--- src/rtl/cube_color_tracker_if.sv ---
// Bus bundle between the game-side feeders and the cube colour tracker.
interface cube_color_tracker_if #(
  parameter int unsigned N_CUBE = 28,
  parameter int unsigned CNT_W  = 5
);
  logic              done_move;
  logic [N_CUBE-1:0] position_qb;
  logic              e_toggle_mode;
  logic              e_color_clear;
  logic [N_CUBE-1:0] color_state;
  logic [CNT_W-1:0]  cubes_lit;
  logic              level_done;
  logic [CNT_W-1:0]  landed_idx;
  logic              landed_valid;
  logic              bad_position;

  // Driver side: jump events, position and NIOS controls.
  modport master (
    output done_move, position_qb, e_toggle_mode, e_color_clear,
    input  color_state, cubes_lit, level_done, landed_idx, landed_valid, bad_position
  );

  // Tracker side.
  modport slave (
    input  done_move, position_qb, e_toggle_mode, e_color_clear,
    output color_state, cubes_lit, level_done, landed_idx, landed_valid, bad_position
  );
endinterface

--- src/rtl/cube_color_tracker.sv ---
// Per-cube top-colour state: updates the landed cube after each Qbert jump,
// counts lit cubes and latches level completion until the board is cleared.
module cube_color_tracker #(
  parameter int unsigned N_CUBE     = 28,
  parameter int unsigned CNT_W      = 5,
  parameter int unsigned SETTLE_CYC = 2
) (
  input  logic                 CLK_33,
  input  logic                 reset,
  cube_color_tracker_if.slave  bus
);

  localparam int unsigned SET_W = 4;

  typedef enum logic [1:0] {
    ST_IDLE,
    ST_WAIT,
    ST_UPDATE,
    ST_DONE
  } state_e;

  state_e            state_q, state_d;
  logic [SET_W-1:0]  cnt_q, cnt_d;
  logic [N_CUBE-1:0] pos_q, pos_d;
  logic [N_CUBE-1:0] color_q, color_d;
  logic [CNT_W-1:0]  lit_q, lit_d;
  logic              level_done_q, level_done_d;
  logic [CNT_W-1:0]  landed_idx_q, landed_idx_d;
  logic              landed_valid_q, landed_valid_d;
  logic              bad_q, bad_d;
  logic              done_move_q, done_move_d;

  logic              rise;
  logic              pos_onehot;
  logic [CNT_W-1:0]  pos_idx;
  logic [CNT_W-1:0]  color_pop;
  logic              lit_full;

  assign rise       = bus.done_move & ~done_move_q;
  assign pos_onehot = (pos_q != '0) && ((pos_q & (pos_q - N_CUBE'(1))) == '0);
  // Count and vector must agree, so a stale count right after a clear cannot relatch level_done.
  assign lit_full   = (lit_q == CNT_W'(N_CUBE)) && (color_q == {N_CUBE{1'b1}});

  // Lowest set bit of the captured position (scan high to low so the lowest wins).
  always_comb begin
    pos_idx = '0;
    for (int i = int'(N_CUBE) - 1; i >= 0; i--) begin
      if (pos_q[i]) pos_idx = CNT_W'(i);
    end
  end

  // Popcount of the current colour vector.
  always_comb begin
    color_pop = '0;
    for (int i = 0; i < int'(N_CUBE); i++) begin
      color_pop = color_pop + CNT_W'(color_q[i]);
    end
  end

  // Next-state and output logic; clear overrides everything but reset.
  always_comb begin
    state_d        = state_q;
    cnt_d          = cnt_q;
    pos_d          = pos_q;
    color_d        = color_q;
    lit_d          = color_pop;
    level_done_d   = level_done_q;
    landed_idx_d   = landed_idx_q;
    landed_valid_d = 1'b0;
    bad_d          = 1'b0;
    done_move_d    = bus.done_move;

    if (bus.e_color_clear) begin
      color_d      = '0;
      level_done_d = 1'b0;
      state_d      = ST_IDLE;
      cnt_d        = '0;
    end else begin
      case (state_q)
        ST_IDLE: begin
          if (rise) begin
            state_d = ST_WAIT;
            cnt_d   = SET_W'(SETTLE_CYC - 1);
          end
        end
        ST_WAIT: begin
          if (cnt_q == '0) begin
            pos_d   = bus.position_qb;
            state_d = ST_UPDATE;
          end else begin
            cnt_d = cnt_q - SET_W'(1);
          end
        end
        ST_UPDATE: begin
          state_d = ST_IDLE;
          if (pos_onehot) begin
            // pos_q is one-hot here, so it doubles as the bit mask.
            color_d        = bus.e_toggle_mode ? (color_q ^ pos_q) : (color_q | pos_q);
            landed_idx_d   = pos_idx;
            landed_valid_d = 1'b1;
          end else begin
            bad_d = 1'b1;
          end
        end
        ST_DONE: begin
          state_d = ST_DONE;
        end
        default: state_d = ST_IDLE;
      endcase

      if (lit_full) begin
        level_done_d = 1'b1;
        state_d      = ST_DONE;
      end
    end
  end

  // State and output registers with synchronous reset.
  always_ff @(posedge CLK_33) begin
    if (reset) begin
      state_q        <= ST_IDLE;
      cnt_q          <= '0;
      pos_q          <= '0;
      color_q        <= '0;
      lit_q          <= '0;
      level_done_q   <= 1'b0;
      landed_idx_q   <= '0;
      landed_valid_q <= 1'b0;
      bad_q          <= 1'b0;
      done_move_q    <= 1'b0;
    end else begin
      state_q        <= state_d;
      cnt_q          <= cnt_d;
      pos_q          <= pos_d;
      color_q        <= color_d;
      lit_q          <= lit_d;
      level_done_q   <= level_done_d;
      landed_idx_q   <= landed_idx_d;
      landed_valid_q <= landed_valid_d;
      bad_q          <= bad_d;
      done_move_q    <= done_move_d;
    end
  end

  assign bus.color_state  = color_q;
  assign bus.cubes_lit    = lit_q;
  assign bus.level_done   = level_done_q;
  assign bus.landed_idx   = landed_idx_q;
  assign bus.landed_valid = landed_valid_q;
  assign bus.bad_position = bad_q;

endmodule

--- src/flat_wrapper.sv ---
// flat-port wrapper written by rule: the top's interface ports become plain ports
module cube_color_tracker_flat 
#(
  parameter int unsigned N_CUBE     = 28,
  parameter int unsigned CNT_W      = 5,
  parameter int unsigned SETTLE_CYC = 2
)
  (CLK_33, reset, bus_done_move, bus_position_qb, bus_e_toggle_mode, bus_e_color_clear, bus_color_state, bus_cubes_lit, bus_level_done, bus_landed_idx, bus_landed_valid, bus_bad_position);
  cube_color_tracker_if #(.N_CUBE(N_CUBE), .CNT_W(CNT_W)) bus_i ();
  input  logic CLK_33;
  input  logic reset;
  input wire logic [$bits(bus_i.done_move)-1:0] bus_done_move;
  input wire logic [$bits(bus_i.position_qb)-1:0] bus_position_qb;
  input wire logic [$bits(bus_i.e_toggle_mode)-1:0] bus_e_toggle_mode;
  input wire logic [$bits(bus_i.e_color_clear)-1:0] bus_e_color_clear;
  output wire logic [$bits(bus_i.color_state)-1:0] bus_color_state;
  output wire logic [$bits(bus_i.cubes_lit)-1:0] bus_cubes_lit;
  output wire logic [$bits(bus_i.level_done)-1:0] bus_level_done;
  output wire logic [$bits(bus_i.landed_idx)-1:0] bus_landed_idx;
  output wire logic [$bits(bus_i.landed_valid)-1:0] bus_landed_valid;
  output wire logic [$bits(bus_i.bad_position)-1:0] bus_bad_position;
  assign bus_i.done_move = bus_done_move;
  assign bus_i.position_qb = bus_position_qb;
  assign bus_i.e_toggle_mode = bus_e_toggle_mode;
  assign bus_i.e_color_clear = bus_e_color_clear;
  assign bus_color_state = bus_i.color_state;
  assign bus_cubes_lit = bus_i.cubes_lit;
  assign bus_level_done = bus_i.level_done;
  assign bus_landed_idx = bus_i.landed_idx;
  assign bus_landed_valid = bus_i.landed_valid;
  assign bus_bad_position = bus_i.bad_position;
  cube_color_tracker #(.N_CUBE(N_CUBE), .CNT_W(CNT_W), .SETTLE_CYC(SETTLE_CYC)) u_core (.CLK_33(CLK_33), .reset(reset), .bus(bus_i));
endmodule
--- config.mk ---
export PLATFORM = sky130hd
export DESIGN_NAME = cube_color_tracker_flat
export DESIGN_NICKNAME = d
export VERILOG_FILES = /design/src/rtl/cube_color_tracker_if.sv /design/src/rtl/cube_color_tracker.sv /design/src/flat_wrapper.sv
export SDC_FILE = /design/constraint.sdc
export NUM_CORES = 1
export LEC_CHECK = 0
export ABC_AREA = 1
export ABC_CLOCK_PERIOD_IN_PS = 5700
export CAP_MARGIN = 40
export CORE_MARGIN = 8
export CORE_UTILIZATION = 40
export DETAILED_ROUTE_END_ITERATION = 8
export DONT_BUFFER_PORTS = 1
export PLACE_DENSITY = 0.63
export SLEW_MARGIN = 10
export SYNTH_ARGS = -nofsm -noshare
export SYNTH_HDL_FRONTEND = slang
export SYNTH_SLANG_ARGS = --single-unit
--- constraint.sdc ---
create_clock -name CLK_33 -period 5.7 [get_ports CLK_33]
set_clock_uncertainty 0.1 [all_clocks]
set_input_delay 1.14 -clock CLK_33 [delete_from_list [all_inputs] [get_ports CLK_33]]
set_output_delay 1.14 -clock CLK_33 [all_outputs]
set_load 0.005 [all_outputs]
==> summary.txt <==
Critical path
  • CP dominant cell by count: fa_1
  • Reg2Reg Depth: 16
  • Startpoint Class: flip-flop
  • Crit path cell chain: ha_1 > inv_1 > fa_1 > fa_1 > fa_1 > fa_1 > fa_1 > fa_1 > inv_1 > fa_1 > fa_1 > nand2_1 > nand2_1 > a21oi_1 > o21ai_0 > a21oi_1
  • CP bufs+invs: 2
  • Reg2Reg Launch Point: u_core.bus.color_state[0]$_SDFFE_PP0P_
  • R2r setup slk: 560 ps
  • Critical path's largest stage delay: 550 ps
  • WS Path Type: flip-flop to flip-flop
  • CP required: 5880 ps
  • CP arrival: 5320 ps
  • Worst-path maximum fanout: 4
  • Cell family with most CP delay: adder cells
  • Critical path endpoint category: flip-flop
  • Critical R2R Capture: u_core.bus.cubes_lit[4]$_SDFF_PP0_
  • Highest-delay cell along the critical path: fa_1

Synth
  • Synth cell types: 39
  • #FFs+latches synth: 76
  • Average size of a mapped cell: ~7.4 sq um
  • Yosys warns: 0
  • Top_reg_cell synth: dfxtp_1
  • Synthesized cell area: 0.00481 sq mm
  • Post-synth EDFFs: 0
  • Mapped Cells: 650
  • Post-synth net total: 747
  • Async set-reset flop share out of synthesis: 0
  • Sequential share of the synthesized area: 0.317

Cells and area
  • Area delta synth->final: 8.83%
  • Most frequent cells in the layout: 112 x inv_1, 107 x nand2_1, 87 x o21ai_0
  • Area of the multi-input gates: 0.00274 sq mm
  • # fillers: between 1000 and 1500
  • NumNets Final: 738
  • Commonest non-fill, non-tap cell in the layout: inv_1
  • FF+latch area: 0.00152 sq mm
  • Layout cells sized above 1: 0.0480
  • Ant. Diodes: 0
  • Finished Cell Area: 0.00523 sq mm

Routing
  • Via density: 5.15
  • # DRC: 0
  • Final wirelength: around 13000 um
  • Pre-Repair DR Iteration Count: 4
  • Vias: 4083
  • WL/cell: approximately 17 um
  • First DRT Iteration DRCs: roughly 260
  • Antenna-violating nets left: 0

Clock tree
  • CTS H-tree lvls: 3
  • Post-CTS Setup Bufs: 0
  • CTS tree: yes
  • Clock tree sinks: between 70 and 80
  • CTS Buffer Depth: 2
  • CTS Buf Count: 9
  • Hold Buf Count CTS: 0
  • Clock slew at reported path FFs: 60 ps
  • Root Buffer: clkbuf_16
  • Worst skew pair latency: ~350 ps
  • Cts repair resizes: 0

Power and ir drop
  • Lkg Pwr: about 2.3 nW
  • Worst vdd ir: 0.000122 V
  • Pwr/cell area: approximately 260 mW/mm^2

Global route
  • Global Route Usage Sum: 0.173
  • Vias in the first global route: 3997
  • Total congestion overflow: 0
  • Met2 Track Usage GR: 0.290
  • Met1 Usage GRT: 0.207
  • Largest net degree at the start of global routing: 57
  • Met3 Use GR: 0.0578
  • Most Used Layer, Global Route: met2
  • Initial antenna violation count: 1
  • First-pass GRT wire length: 21400 um

Die
  • Chip height: 126 um
  • Core ar.: 0.0119 sq mm
  • Die area: 0.0158 sq mm
  • Initial core utilization: 0.405
  • Floorplan row count: 40
  • Ports: 74
  • Die Span X: 126 um

Worst hold path
  • Hold depth: 2
  • Worst Hold Path EP: u_core.bus.landed_idx[2]$_SDFFE_PP0P_
  • Worst Hold Launch: u_core.bus.landed_idx[2]$_SDFFE_PP0P_
  • Min-delay worst type: flip-flop to flip-flop

Timing
  • Final setup vio count: 0
  • Post-Route Setup TNS: 0 ps
  • RSZ-0062 raised after global routing: false
  • Fin crit share: 0.902
  • Period minus WS final: around 5100 ps
  • Fmax: between 150 and 200 MHz
  • Slew HR: 0.569
  • Final hold violations: 0
  • Worst Tran Pin Value: 643 ps
  • Fin. max-slew vios: 0

Placement
  • HPWL Detailed: slightly above 10000 um
  • Number of port buffers: 0
  • Post-DP Area: a little under 0.005 sq mm
  • GPL Wtd Cong: 0.849

Flow run
  • Max-Cap Viols: 0

Outcome
  • Run status: finished, final reports clean
[power breakdown]
| part | internal, mW | switching [mW] | leakage [nW] |
|---|---|---|---|
| Combinational | 0.0658 | 0.131 | 1.50 |
| Clock | 0.393 | 0.232 | 0.159 |
| Sequential | 0.542 | 0.00928 | 0.614 |
[worst max path at each step]
stage	start	end	slack (ps)	cells after the start
after floorplan	u_core.bus.color_state[0]$_SDFFE_PP0P_	u_core.bus.cubes_lit[4]$_SDFF_PP0_	790	16
after global placement	u_core.bus.color_state[0]$_SDFFE_PP0P_	u_core.bus.cubes_lit[4]$_SDFF_PP0_	600	16
after detailed placement	u_core.bus.color_state[0]$_SDFFE_PP0P_	u_core.bus.cubes_lit[4]$_SDFF_PP0_	560	16
after CTS	u_core.bus.color_state[0]$_SDFFE_PP0P_	u_core.bus.cubes_lit[4]$_SDFF_PP0_	540	16
after global routing	u_core.bus.color_state[0]$_SDFFE_PP0P_	u_core.bus.cubes_lit[4]$_SDFF_PP0_	420	16
final	u_core.bus.color_state[0]$_SDFFE_PP0P_	u_core.bus.cubes_lit[4]$_SDFF_PP0_	560	16
[synth_stat cells (all sizes together), types with 2 or more instances]
master / number / share of area
a21oi: 76 / 0.079
a31oi: 3 / 0.0039
buf: 6 / 0.0091
clkbuf: 17 / 0.013
dfxtp: 76 / 0.32
fa: 20 / 0.083
ha: 44 / 0.11
inv: 116 / 0.091
nand2: 107 / 0.084
nand3: 6 / 0.0062
nand4: 7 / 0.012
nor2: 46 / 0.046
nor3: 5 / 0.0052
nor4: 9 / 0.012
o21ai: 97 / 0.10
o22ai: 2 / 0.0026
[registers in the layout, summed over array words and instances (netlist names)]
register                 count
u_core.cnt_q                 4
u_core.bus.color_state      28
u_core.bus.cubes_lit         5
u_core.bus.landed_idx        5
u_core.state_q               2
u_core.bus.level_done        1
u_core.done_move_q           1
u_core.bus.landed_valid      1
u_core.bus.bad_position      1
u_core.pos_q                28
[per-stage QoR]
stage | cells | hold WS, ps | worst slack, ps | util | power [mW]
after floorplan | 650 | 347 | 794 | - | 0.717
after global routing | 793 | 402 | 421 | 0.441 | 1.44
after CTS | 793 | 388 | 543 | 0.441 | 1.39
after detailed placement | 777 | 379 | 555 | 0.414 | 0.758
final | 793 | 387 | 559 | 0.441 | 1.37
after global placement | 776 | 367 | 595 | 0.413 | 0.751
[worst register-to-register path: cells and delay by family, from the launching register on]
family	cells	cell delay [ps]
AO/OA/AOI/OAI	3	370
adder cells (fa/ha/maj)	9	3970
buffers and inverters	2	120
flip-flops	1	400
AND/OR/NAND/NOR	2	130
[cell type report]
class | instances | area share
multi-input combinational | 434 | 0.523
sequential | 76 | 0.291
inverter | 117 | 0.0844
clock buffer | 11 | 0.0464
tap | 147 | 0.0352
clock inverter | 5 | 0.0144
timing repair buffer | 3 | 0.00574
[routing by layer]
layer,wire (um),part of all wire,vias to the layer above
li1,-,-,2097
met1,6010,0.45,1883
met2,6320,0.48,84
met3,751,0.057,17
met4,167,0.013,2
met5,13,0.00098,-
[logic make-up after synthesis]
| group | share of synthesized area |
|---|---|
| and+or+nand+nor | 0.171 |
| DFF | 0.317 |
| AOI/OAI and AO/OA | 0.200 |
| adders and majority gates | 0.198 |
| buffers and inverters | 0.114 |
Power figures use the tool's default switching activity.
